### config.mk
export PLATFORM = sky130hd
export DESIGN_NAME = proc_param
export DESIGN_NICKNAME = d
export VERILOG_FILES = /design/src/rtl/proc_param_pkg.sv /design/src/rtl/proc_alu.sv /design/src/rtl/proc_param.sv
export SDC_FILE = /design/constraint.sdc
export NUM_CORES = 1
export LEC_CHECK = 0
export ABC_AREA = 1
export BUFFER_PORTS_ARGS = -buffer_cell sky130_fd_sc_hd__buf_2
export CAP_MARGIN = 25
export CORE_ASPECT_RATIO = 0.9
export CORE_MARGIN = 1.5
export CORE_UTILIZATION = 44
export CTS_CLUSTER_DIAMETER = 60
export DETAILED_ROUTE_END_ITERATION = 10
export PLACE_DENSITY = 0.58
export SYNTH_ARGS = -nofsm -noshare
export SYNTH_HDL_FRONTEND = slang
export SYNTH_SLANG_ARGS = --single-unit
### constraint.sdc
create_clock -name Clock -period 4.4 [get_ports Clock]
set_input_delay 0.22 -clock Clock [delete_from_list [all_inputs] [get_ports Clock]]
set_output_delay 0.22 -clock Clock [all_outputs]
set_load 0.02 [all_outputs]
### src/rtl/proc_param_pkg.sv
// Shared opcodes, FSM states, flag positions and the per-cycle control word
// for the parametrised bus processor.
package proc_param_pkg;

  localparam int unsigned IR_W     = 9;
  localparam int unsigned OP_W     = 3;
  localparam int unsigned IDX_W    = 3;
  localparam int unsigned NUM_REGS = 8;
  localparam int unsigned FLAG_W   = 3;

  localparam logic [OP_W-1:0] OP_MV   = 3'b000;
  localparam logic [OP_W-1:0] OP_MVI  = 3'b001;
  localparam logic [OP_W-1:0] OP_ADD  = 3'b010;
  localparam logic [OP_W-1:0] OP_SUB  = 3'b011;
  localparam logic [OP_W-1:0] OP_AND  = 3'b100;
  localparam logic [OP_W-1:0] OP_XOR  = 3'b101;
  localparam logic [OP_W-1:0] OP_MVNZ = 3'b110;
  localparam logic [OP_W-1:0] OP_SL   = 3'b111;

  localparam int unsigned FZ = 2;
  localparam int unsigned FN = 1;
  localparam int unsigned FC = 0;

  typedef enum logic [1:0] {T0, T1, T2, T3} state_e;

  // One cycle's worth of bus-source enables and register loads
  typedef struct packed {
    logic [NUM_REGS-1:0] r_out;
    logic                din_out;
    logic                g_out;
    logic [NUM_REGS-1:0] r_in;
    logic                a_in;
    logic                g_in;
    logic                ir_in;
    logic                done;
  } ctrl_t;

endpackage

### src/rtl/proc_alu.sv
// Combinational ALU for the bus processor: add/sub/and/xor/shift-left with Z/N/C.
module proc_alu
  import proc_param_pkg::*;
#(
  parameter int unsigned W = 9
) (
  input  logic [OP_W-1:0] op_i,
  input  logic [W-1:0]    a_i,
  input  logic [W-1:0]    b_i,
  output logic [W-1:0]    s_o,
  output logic            z_o,
  output logic            n_o,
  output logic            c_o
);

  localparam int unsigned EXT_W = W + 1;

  logic [EXT_W-1:0] ext;

  // Bit W of ext is the carry; subtraction as A + ~B + 1 leaves NOT-borrow there
  always_comb begin
    ext = '0;
    case (op_i)
      OP_ADD:  ext = {1'b0, a_i} + {1'b0, b_i};
      OP_SUB:  ext = {1'b0, a_i} + {1'b0, ~b_i} + EXT_W'(1);
      OP_AND:  ext = {1'b0, a_i & b_i};
      OP_XOR:  ext = {1'b0, a_i ^ b_i};
      OP_SL:   ext = {a_i, 1'b0};
      default: ext = '0;
    endcase
  end

  assign s_o = ext[W-1:0];
  assign c_o = ext[W];
  assign z_o = (ext[W-1:0] == '0);
  assign n_o = ext[W-1];

endmodule

### src/rtl/proc_param.sv
// W-bit multi-cycle bus processor: R0..R7, A, G, IR, Flags, one-hot bus mux
// and a T0..T3 control sequencer with a Run/Done handshake.
module proc_param
  import proc_param_pkg::*;
#(
  parameter int unsigned W = 9
) (
  input  logic             Clock,
  input  logic             Resetn,
  input  logic             Run,
  input  logic [W-1:0]     DIN,
  output logic             Done,
  output logic [W-1:0]     BusWires,
  output logic [FLAG_W-1:0] Flags
);

  state_e              state_q, state_d;
  logic [IR_W-1:0]     ir_q;
  logic [W-1:0]        r_q [NUM_REGS];
  logic [W-1:0]        a_q;
  logic [W-1:0]        g_q;
  logic [FLAG_W-1:0]   flags_q;

  ctrl_t               ctrl;
  logic [W-1:0]        bus;
  logic [OP_W-1:0]     op;
  logic [IDX_W-1:0]    rx;
  logic [IDX_W-1:0]    ry;
  logic [W-1:0]        alu_s;
  logic                alu_z, alu_n, alu_c;

  assign op = ir_q[IR_W-1 -: OP_W];
  assign rx = ir_q[IR_W-OP_W-1 -: IDX_W];
  assign ry = ir_q[IDX_W-1:0];

  // Step decode: bus source, loads and Done for the current state and opcode
  always_comb begin
    state_d = state_q;
    ctrl    = '0;
    case (state_q)
      T0: begin
        if (Run) begin
          ctrl.ir_in = 1'b1;
          state_d    = T1;
        end
      end
      T1: begin
        case (op)
          OP_MV: begin
            ctrl.r_out[ry] = 1'b1;
            ctrl.r_in[rx]  = 1'b1;
            ctrl.done      = 1'b1;
          end
          OP_MVI: begin
            ctrl.din_out   = 1'b1;
            ctrl.r_in[rx]  = 1'b1;
            ctrl.done      = 1'b1;
          end
          OP_MVNZ: begin
            ctrl.r_out[ry] = 1'b1;
            ctrl.r_in[rx]  = ~flags_q[FZ];
            ctrl.done      = 1'b1;
          end
          default: begin
            ctrl.r_out[rx] = 1'b1;
            ctrl.a_in      = 1'b1;
            state_d        = T2;
          end
        endcase
      end
      T2: begin
        // Shift has no second operand, so the bus stays idle here
        if (op != OP_SL) begin
          ctrl.r_out[ry] = 1'b1;
        end
        ctrl.g_in = 1'b1;
        state_d   = T3;
      end
      T3: begin
        ctrl.g_out    = 1'b1;
        ctrl.r_in[rx] = 1'b1;
        ctrl.done     = 1'b1;
      end
      default: state_d = T0;
    endcase
    if (ctrl.done) begin
      state_d = T0;
    end
  end

  // One-hot bus mux: AND-OR of enabled sources, 0 when nothing drives
  always_comb begin
    bus = '0;
    for (int k = 0; k < int'(NUM_REGS); k++) begin
      bus = bus | (r_q[k] & {W{ctrl.r_out[k]}});
    end
    bus = bus | (DIN & {W{ctrl.din_out}});
    bus = bus | (g_q & {W{ctrl.g_out}});
  end

  proc_alu #(.W(W)) u_alu (
    .op_i (op),
    .a_i  (a_q),
    .b_i  (bus),
    .s_o  (alu_s),
    .z_o  (alu_z),
    .n_o  (alu_n),
    .c_o  (alu_c)
  );

  always_ff @(posedge Clock) begin
    if (!Resetn) begin
      state_q <= T0;
      ir_q    <= '0;
      a_q     <= '0;
      g_q     <= '0;
      flags_q <= '0;
      for (int k = 0; k < int'(NUM_REGS); k++) begin
        r_q[k] <= '0;
      end
    end else begin
      state_q <= state_d;
      if (ctrl.ir_in) begin
        ir_q <= DIN[W-1 -: IR_W];
      end
      if (ctrl.a_in) begin
        a_q <= bus;
      end
      if (ctrl.g_in) begin
        g_q     <= alu_s;
        flags_q <= {alu_z, alu_n, alu_c};
      end
      for (int k = 0; k < int'(NUM_REGS); k++) begin
        if (ctrl.r_in[k]) begin
          r_q[k] <= bus;
        end
      end
    end
  end

  assign Done     = ctrl.done;
  assign BusWires = bus;
  assign Flags    = flags_q;

endmodule
==> reports/qor.txt, run 1 <==
Post-synth EDFFs -> 72
Post-Syn Nets -> 929
Slew Limit Headroom -> 47.3%
PwrDens -> 551 nW/um2
Required time of the critical path -> 4.68 ns
Post-CTS setup buffers -> 0
#FFs+latches synth -> 103
CP Data Arrival Time -> 4.29 ns
Synth cell types -> 37
Routed len/inst -> 17.1 um
Vias in the first global route -> 5259
Crit-path slowest cell -> dfxtp_1
CP most frequent cell -> nand2_1
DR vias -> 5757
Synth-to-Final Area Change -> 10.4%
Seq/Total Area, Yosys -> 42.4%
Overall Global Routing Usage -> 25.1%
Cell Count, Final, Fillers Out -> 1117
Area share of the largest cell type after synthesis -> 32.9%
CP max stage delay -> 0.40 ns
H-tree depth -> 3
CTS tree -> yes
CTS Hold Bufs -> 0
Async S/R FF share, synth -> 0%
Clk sinks -> 103
Peak VDD IR -> 0.000346 V
Layout cell share with drive strength beyond 1 -> 13.1%
Hold Path Class -> input pin to flop
Clock Power Share -> 22.1%
Final layout net count -> 952
Final Max Slew Viols -> 0
Flop pwr share -> 32.9%
Avg Cell Area, Syn -> 7.37 um2
Clk root buf -> clkbuf_16
Row cnt -> 42
Initial DRT Pass Iterations -> 7
CP cell instances -> inv_1 > ha_1 > inv_1 > nor2_4 > nand2_1 > nand2_1 > nand2_1 > nor2_1 > nor2_2 > nand3_2 > ha_1 > fa_1 > inv_1 > nand3_1 > nand2_1 > nand2_1 > nand2_1 > nand2_1 > nand3_1 > nand2_1 > nor2_1 > nand4_1 > a21oi_1
Num ports -> 25
Antenna cell count -> 0
CP Launch Type -> flop
Drt first-iter violations -> 588
Initial Util -> 44.8%
Area occupied by multi-input gates -> 3020 um2
Hold WS -> 0.138 ns
Cells after Synth -> 891
Synth cell count leaders -> 242 x nand2_1, 165 x inv_1, 96 x nand3_1
Setup TNS -> 0 ns
Post-layout util -> 49.4%
Synth Flop Type -> edfxtp_1
Die area -> 15700 um2
CTS clk-pin slew, worst paths -> 0.07 ns
Worst skew pair latency -> 0.36 ns
Mapped cell area -> 6560 um2
First-pass GRT wire length -> 29800 um
Core area -> 14700 um2
Synth warn -> 0
Fmax -> 0.249 GHz
P_leak -> 3.71 nW
Gpl congestion -> 0.975
Cts repair resizes -> 0
R2R setup slack -> 0.39 ns
R2r worst-path depth -> 23
Clk_skew -> 0.0112 ns
Combinational share of power -> 45.0%
Hold path depth -> 3
Residual DRC -> 0
Pwr Total -> 3.99 mW
Sw Share -> 44.0%
NetSw -> 1.76 mW
Status -> complete, no violations
Max-cap violations -> 0
Critical path type -> flop to flop
Count leader, synth -> nand2_1
Die width -> 132 um
Overflow left after global routing -> 0
Critical path peak fanout -> 11
Yosys top cell by area -> edfxtp_1
Final Hold Fails -> 0
WL final -> 19100 um
Register Area -> 2790 um2
Inserted Clock Buffers -> 9
DP HPWL -> 14000 um
Port buffer count -> 24
Cell-internal power -> 2.24 mW
Min Tclk post-route -> 4.01 ns
Filler Cell Count -> 1466
Placed Cells incl. Taps -> 1100
Slew of the pin with the lowest slew margin -> 0.788 ns
DIE HEIGHT -> 119 um
RSZ-0062 raised after global routing -> no
CTS Buffer Depth -> 2
Worst setup EP type -> flop
Final ANT Viol Nets -> 0
# setup viols final -> 0
Vias/cell -> 5.15
Fin crit share -> 91.2%
Initial antenna violation count -> 0
Pin count of the biggest net entering global routing -> 36
Top post-synthesis cells by area -> edfxtp_1 33%, nand2_1 14%, dfxtp_1 9.5%, inv_1 9.4%, nand3_1 7.3%
## cell usage in the layout (no fill, tap or decap), types with 23 or more instances in the layout
cell / n
nand2_1: 242
inv_1: 165
nand3_1: 96
edfxtp_1: 72
nor2_1: 57
a21oi_1: 33
dfxtp_1: 29
nor2_2: 26
o21ai_0: 24
buf_2: 24
ha_1: 23
## metal layers
metal  up-vias  routed length [um]  GRT usage (%)
met5         -                   0              0
met1      2652                9490           37.9
met3        21                1300           4.51
met4         0                 315           7.08
li1       2874                   -              -
met2       210                8040           36.8
## cell families (layout without fill, tap and decap cells)
kind of cell               after synthesis  count (layout)  synth area share (%)
and+or+nand+nor                        479             480                  33.5
buffers and inverters                  202             229                  11.8
DFF                                    103             103                  42.4
AOI/OAI and AO/OA                       81              81                  7.11
adders and majority gates               26              26                  5.18
## critical path: cells and delay by family (launching register included)
family                     cells  cell delay [ns]
AOI/OAI and AO/OA              1             0.12
adders and majority gates      3             0.98
buffers and inverters          3             0.44
DFF                            1             0.40
and+or+nand+nor               16             2.00
## state kept, by name (all words and copies together) (netlist names)
register	flops
r_q	72
a_q	9
ir_q	9
g_q	8
Flags	3
state_q	2
## power by group through the flow
stage	registers [mW]	logic [mW]	clock network (mW)
2_1_floorplan	1.29	1.23	0
3_3_place_gp	1.33	1.77	0
3_5_place_dp	1.33	1.75	0
4_1_cts	1.31	1.75	0.893
5_1_grt	1.33	1.98	0.929
6_report	1.31	1.80	0.884
## layout make-up
class | count | area share, %
clock buffer | 12 | 3.40
clock inverter | 4 | 1.07
inverter | 177 | 9.17
multi-input combinational | 587 | 41.6
sequential | 103 | 38.4
tap | 198 | 3.42
timing repair buffer | 36 | 2.90
## per-stage QoR
step | worst slack (ns) | instance area [um2]
3_5_place_dp | 0.456 | 6920
3_3_place_gp | 0.360 | 6920
6_report | 0.387 | 7250
4_1_cts | 0.417 | 7240
2_1_floorplan | 1.11 | 6560
5_1_grt | 0.0617 | 7250
## final timing paths
check	startpoint	end
max	state_q[1]$_SDFFE_PP0P_	Flags[2]$_SDFFE_PN0N_
min	DIN[2]	ir_q[2]$_SDFFE_PN0P_
max reg2reg	state_q[1]$_SDFFE_PP0P_	Flags[2]$_SDFFE_PN0N_
min reg2reg	Flags[0]$_SDFFE_PN0N_	Flags[0]$_SDFFE_PN0N_
Power figures use the tool's default switching activity.
==> run 2: changes to the inputs <==
--- a/config.mk
+++ b/config.mk
@@ -14,6 +14,7 @@
 export CTS_CLUSTER_DIAMETER = 60
 export DETAILED_ROUTE_END_ITERATION = 10
 export PLACE_DENSITY = 0.58
+export REMOVE_ABC_BUFFERS = 1
 export SYNTH_ARGS = -nofsm -noshare
 export SYNTH_HDL_FRONTEND = slang
 export SYNTH_SLANG_ARGS = --single-unit
==> run 2 against run 1 <==
Against the previous run: utilization shrank 0.41 points; maximum frequency grew 2.1%; global-route usage shrank 0.12 points; final area shrank 0.83%; register-to-register slack gained 0.08 ns; combinational power is essentially flat; via count grew 0.21%; first-iteration DRC count shrank 9.0%; sequential share of layout area grew 0.29 points; non-clock buffer count is the same; power shrank 3.9%; sequential power is essentially flat; largest cell class unchanged; highest routed layer unchanged.
==> reports/qor.txt, run 2 (same netlist as run 1, synthesis figures left out) <==
Status -> complete, no violations
CTS Buffer Depth -> 2
Peak VDD IR -> 0.000643 V
Required time of the critical path -> 4.69 ns
HP Start -> Run
Antenna cell count -> 0
Reg2reg end -> Flags[2]$_SDFFE_PN0N_
Final Hold Fails -> 0
Residual DRC -> 0
Core area -> 14700 um2
Cts repair resizes -> 0
Most frequent cells in the layout -> 242 x nand2_1, 165 x inv_1, 96 x nand3_1
Gpl congestion -> 0.969
R2R setup slack -> 0.47 ns
First-pass GRT wire length -> 29700 um
Clk sinks -> 103
Final layout net count -> 951
Die width -> 132 um
CP Data Arrival Time -> 4.23 ns
Fmax -> 0.254 GHz
Drt first-iter violations -> 535
Slew of the pin with the lowest slew margin -> 0.784 ns
Min Tclk post-route -> 3.93 ns
Sw Share -> 45.3%
Clk_skew -> 0.00945 ns
Slew Limit Headroom -> 47.5%
Port buffer count -> 24
Worst setup EP type -> flop
Layout cell share with drive strength beyond 1 -> 12.9%
Vias in the first global route -> 5322
Post-CTS setup buffers -> 0
Largest regs -> r_q: 72 flops, a_q: 9 flops, ir_q: 9 flops
Placed Instance Area -> 6920 um2
Clock Power Share -> 19.9%
CP Launch Type -> flop
Hold Path Class -> input pin to flop
RSZ-0062 raised after global routing -> no
Overall Global Routing Usage -> 25.0%
Initial DRT Pass Iterations -> 8
Setup TNS -> 0 ns
Inserted Clock Buffers -> 9
DIE HEIGHT -> 119 um
# setup viols final -> 0
PwrDens -> 534 nW/um2
CTS Hold Bufs -> 0
Final ANT Viol Nets -> 0
Cell Count, Final, Fillers Out -> 1116
CTS tree -> yes
Combinational share of power -> 46.0%
Initial Util -> 44.8%
Critical path origin -> ir_q[8]$_SDFFE_PN0P_
WL final -> 18900 um
Overflow left after global routing -> 0
Vias/cell -> 5.17
Register Area -> 2780 um2
Post-layout util -> 49.0%
Cell-internal power -> 2.10 mW
Row cnt -> 42
Area occupied by multi-input gates -> 3010 um2
R2r startpoint -> ir_q[8]$_SDFFE_PN0P_
Initial antenna violation count -> 0
Placed Cells incl. Taps -> 1100
Critical path type -> flop to flop
Post-route cell area -> 7190 um2
R2r worst-path depth -> 22
Max FFs per register -> 72
CTS clk-pin slew, worst paths -> 0.08 ns
DP HPWL -> 14100 um
Pwr Total -> 3.84 mW
Critical path peak fanout -> 13
Flop pwr share -> 34.1%
Worst skew pair latency -> 0.37 ns
Num ports -> 25
Worst setup endpoint -> Flags[2]$_SDFFE_PN0N_
Final Max Slew Viols -> 0
Synth-to-Final Area Change -> 9.51%
Max-cap violations -> 0
Pin count of the biggest net entering global routing -> 36
NetSw -> 1.74 mW
DR vias -> 5769
H-tree depth -> 3
Die area -> 15700 um2
Clk root buf -> clkbuf_16
Most common cell after layout, fill and taps aside -> nand2_1
Routed len/inst -> 16.9 um
P_leak -> 3.68 nW
Fin crit share -> 89.3%
Reg with most FFs -> r_q
Filler Cell Count -> 1426
-- run 2: changes by cell type in the layout (fill, tap and decap cells not counted), sizes merged --
cell	previous run	this run
nor2	86	85
clkinv	1	2
clkinvlp	0	2
clkbuf	12	10
bufinv	2	0
inv	178	179
-- run 2: worst max-delay path: stages (launching register included) --
cell      delay, ns
dfxtp_1        0.43
inv_2          0.15
nand2_2        0.08
nor2_4         0.29
nor2_4         0.07
nor2_4         0.31
nand2_1        0.10
nand2_1        0.21
nand2_1        0.12
nor2_1         0.27
nor2_2         0.10
nand3_2        0.10
buf_4          0.21
inv_1          0.06
ha_1           0.21
o21bai_1       0.16
a21oi_1        0.24
nand3_1        0.10
nand3_1        0.09
nand2_1        0.07
nor2_1         0.21
nand4_1        0.13
a21oi_1        0.14
-- run 2: worst min path at each step --
stage | end | cells after the start
after floorplan | ir_q[2]$_SDFFE_PN0P_ | 2
after CTS | ir_q[2]$_SDFFE_PN0P_ | 3
after global routing | ir_q[2]$_SDFFE_PN0P_ | 3
after global placement | g_q[6]$_SDFFE_PN0N_ | 2
after detailed placement | Flags[0]$_SDFFE_PN0N_ | 2
final | ir_q[2]$_SDFFE_PN0P_ | 3
-- run 2: area by class of cell --
cell class | instances | area share (%)
multi-input combinational | 586 | 41.9
sequential | 103 | 38.7
inverter | 177 | 9.24
tap | 198 | 3.45
clock buffer | 10 | 3.19
timing repair buffer | 36 | 2.92
clock inverter | 6 | 0.609
-- run 2: power by group through the flow --
| stage | Clock [mW] | Combinational [mW] | Sequential (mW) |
|---|---|---|---|
| 2_1_floorplan | 0 | 1.16 | 1.30 |
| 3_3_place_gp | 0 | 1.76 | 1.33 |
| 3_5_place_dp | 0 | 1.73 | 1.33 |
| 4_1_cts | 0.776 | 1.74 | 1.31 |
| 5_1_grt | 0.813 | 1.96 | 1.32 |
| 6_report | 0.763 | 1.77 | 1.31 |
-- run 2: per-stage QoR --
step	setup slack (ns)	hold slack, ns
after floorplan	0.710	0.356
after global placement	0.480	0.460
after detailed placement	0.548	0.460
after CTS	0.521	0.130
after global routing	0.0456	0.154
final	0.469	0.138
-- run 2: routing by layer --
layer	global-route usage, %	vias up	share of wire (%)
li1	-	2878	-
met1	37.6	2650	48
met2	36.8	224	43
met3	5.24	17	7.5
met4	5.56	0	1.3
met5	0	-	0
==> run 3: changes to the inputs <==
--- a/config.mk
+++ b/config.mk
@@ -6,10 +6,9 @@
 export NUM_CORES = 1
 export LEC_CHECK = 0
 export ABC_AREA = 1
-export BUFFER_PORTS_ARGS = -buffer_cell sky130_fd_sc_hd__buf_2
+export BUFFER_PORTS_ARGS = -buffer_cell sky130_fd_sc_hd__buf_4
 export CAP_MARGIN = 25
 export CORE_ASPECT_RATIO = 0.9
-export CORE_MARGIN = 1.5
 export CORE_UTILIZATION = 44
 export CTS_CLUSTER_DIAMETER = 60
 export DETAILED_ROUTE_END_ITERATION = 10
==> run 3 against run 2 <==
Against the previous run: critical path depth up 1; utilization up 2.3 points; global-route usage is 2.9 points higher.
==> reports/qor.txt, run 3 (same netlist as run 1, synthesis figures left out) <==
First-pass GRT wire length -> 31100 um
DIE HEIGHT -> 118 um
Die width -> 131 um
CTS Buffer Depth -> 2
Max FFs per register -> 72
Largest regs -> r_q: 72 flops, a_q: 9 flops, ir_q: 9 flops
Critical path type -> flop to flop
Peak VDD IR -> 0.000498 V
CP Launch Type -> flop
Synth-to-Final Area Change -> 11.9%
Top delay family on crit path -> simple AND/OR/NAND/NOR gates
Routed len/inst -> 18.5 um
Fin crit share -> 94.7%
Clk sinks -> 103
Slew Limit Headroom -> 45.7%
Pwr Total -> 4.08 mW
Clk root buf -> clkbuf_16
Drt first-iter violations -> 646
Initial DRT Pass Iterations -> 5
CP most frequent cell -> nand2_1
Overflow left after global routing -> 0
Hold Path Class -> input pin to flop
Vias in the first global route -> 5307
Residual DRC -> 0
Inserted Clock Buffers -> 9
CTS clk-pin slew, worst paths -> 0.08 ns
Hold WS -> 0.120 ns
Max-cap violations -> 0
Port buffer count -> 24
CTS tree -> yes
Core area -> 14300 um2
Critical path buffers and inverters -> 2
P_leak -> 3.74 nW
Initial Util -> 45.9%
Vias/cell -> 5.24
R2R setup slack -> 0.23 ns
Layout cell share with drive strength beyond 1 -> 13.4%
Cell Count, Final, Fillers Out -> 1114
Post-layout util -> 51.3%
Gpl congestion -> 0.880
H-tree depth -> 3
CP max stage delay -> 0.56 ns
Row cnt -> 41
Final layout net count -> 954
Status -> complete, no violations
Worst skew pair latency -> 0.36 ns
Crit-path slowest cell -> dfxtp_1
Min Tclk post-route -> 4.17 ns
PwrDens -> 556 nW/um2
CP cell instances -> inv_2 > nand2_2 > nor2_4 > nor2_4 > nor2_4 > nand2_1 > nand2_1 > nand3_1 > nand2_1 > nor2_2 > nand3_4 > ha_1 > fa_1 > nand2_1 > nand2_1 > nand2_1 > nand2_1 > nor2_1 > nor2_1 > nor2_2 > nand2_1 > o211ai_1 > inv_1
Final Max Slew Viols -> 0
Pin count of the biggest net entering global routing -> 36
Required time of the critical path -> 4.66 ns
Fmax -> 0.240 GHz
Filler Cell Count -> 1419
Antenna cell count -> 0
Worst setup EP type -> flop
Final Hold Fails -> 0
DP HPWL -> 15400 um
# setup viols final -> 0
Initial antenna violation count -> 0
Critical path peak fanout -> 11
Clk_skew -> 0.00930 ns
Reg with most FFs -> r_q
DR vias -> 5835
Most common cell after layout, fill and taps aside -> nand2_1
Final ANT Viol Nets -> 0
Num ports -> 25
Die area -> 15400 um2
Overall Global Routing Usage -> 27.9%
CP Data Arrival Time -> 4.43 ns
Slew of the pin with the lowest slew margin -> 0.811 ns
Most frequent cells in the layout -> 242 x nand2_1, 165 x inv_1, 96 x nand3_1
WL final -> 20600 um
Placed Cells incl. Taps -> 1095
==> run 3: worst min-delay path, delay by kind of cell <==
family	cells	cell delay, ns
buf+inv	1	0.08
simple gates	1	0.08
compound gates	1	0.07
==> run 3: stage by stage <==
| step | area, um2 | TNS [ns] | worst slack [ns] |
|---|---|---|---|
| 2_1_floorplan | 6450 | 0 | 0.710 |
| 3_3_place_gp | 6980 | 0 | 0.0829 |
| 3_5_place_dp | 6980 | 0 | 0.0134 |
| 4_1_cts | 7310 | 0 | 0.00130 |
| 5_1_grt | 7350 | -0.00770 | -0.00770 |
| 6_report | 7350 | 0 | 0.235 |
==> run 3: area by class of cell <==
| class | count | area [um2] | area share (%) |
|---|---|---|---|
| flip-flops and latches | 103 | 2780 | 37.9 |
| clock buffers | 9 | 225 | 3.07 |
| repair buffers | 38 | 298 | 4.05 |
| well taps | 193 | 241 | 3.29 |
| inverters | 177 | 664 | 9.04 |
| clock inverters | 7 | 103 | 1.40 |
| multi-input cells | 587 | 3030 | 41.3 |
==> run 3: path summary, 6_finish.rpt <==
check,cells after the start,startpoint,to
worst max-delay path,23,ir_q[8]$_SDFFE_PN0P_,Flags[1]$_SDFFE_PN0N_
worst min-delay path,3,DIN[2],ir_q[2]$_SDFFE_PN0P_
worst max register to register,23,ir_q[8]$_SDFFE_PN0P_,Flags[1]$_SDFFE_PN0N_
worst min register to register,2,Flags[2]$_SDFFE_PN0N_,Flags[2]$_SDFFE_PN0N_
==> run 3: metal layers <==
metal / GRT usage, % / wire [um]
met5: 0 / 0
met4: 4.74 / 108
met3: 4.86 / 1600
met2: 39.6 / 8800
met1: 44.1 / 10100
==> run 3: repair_timing <==
item / in CTS / in global routing
setup endpoints to repair: 0 / 3
hold buffers: 0 / 0
setup buffers: 0 / 2
resized for setup: 0 / 3
==> run 3: power by group <==
part           switching [mW]  internal [mW]  total, mW
clock network           0.395          0.507      0.903
logic                    1.31          0.555       1.86
registers               0.116           1.20       1.31
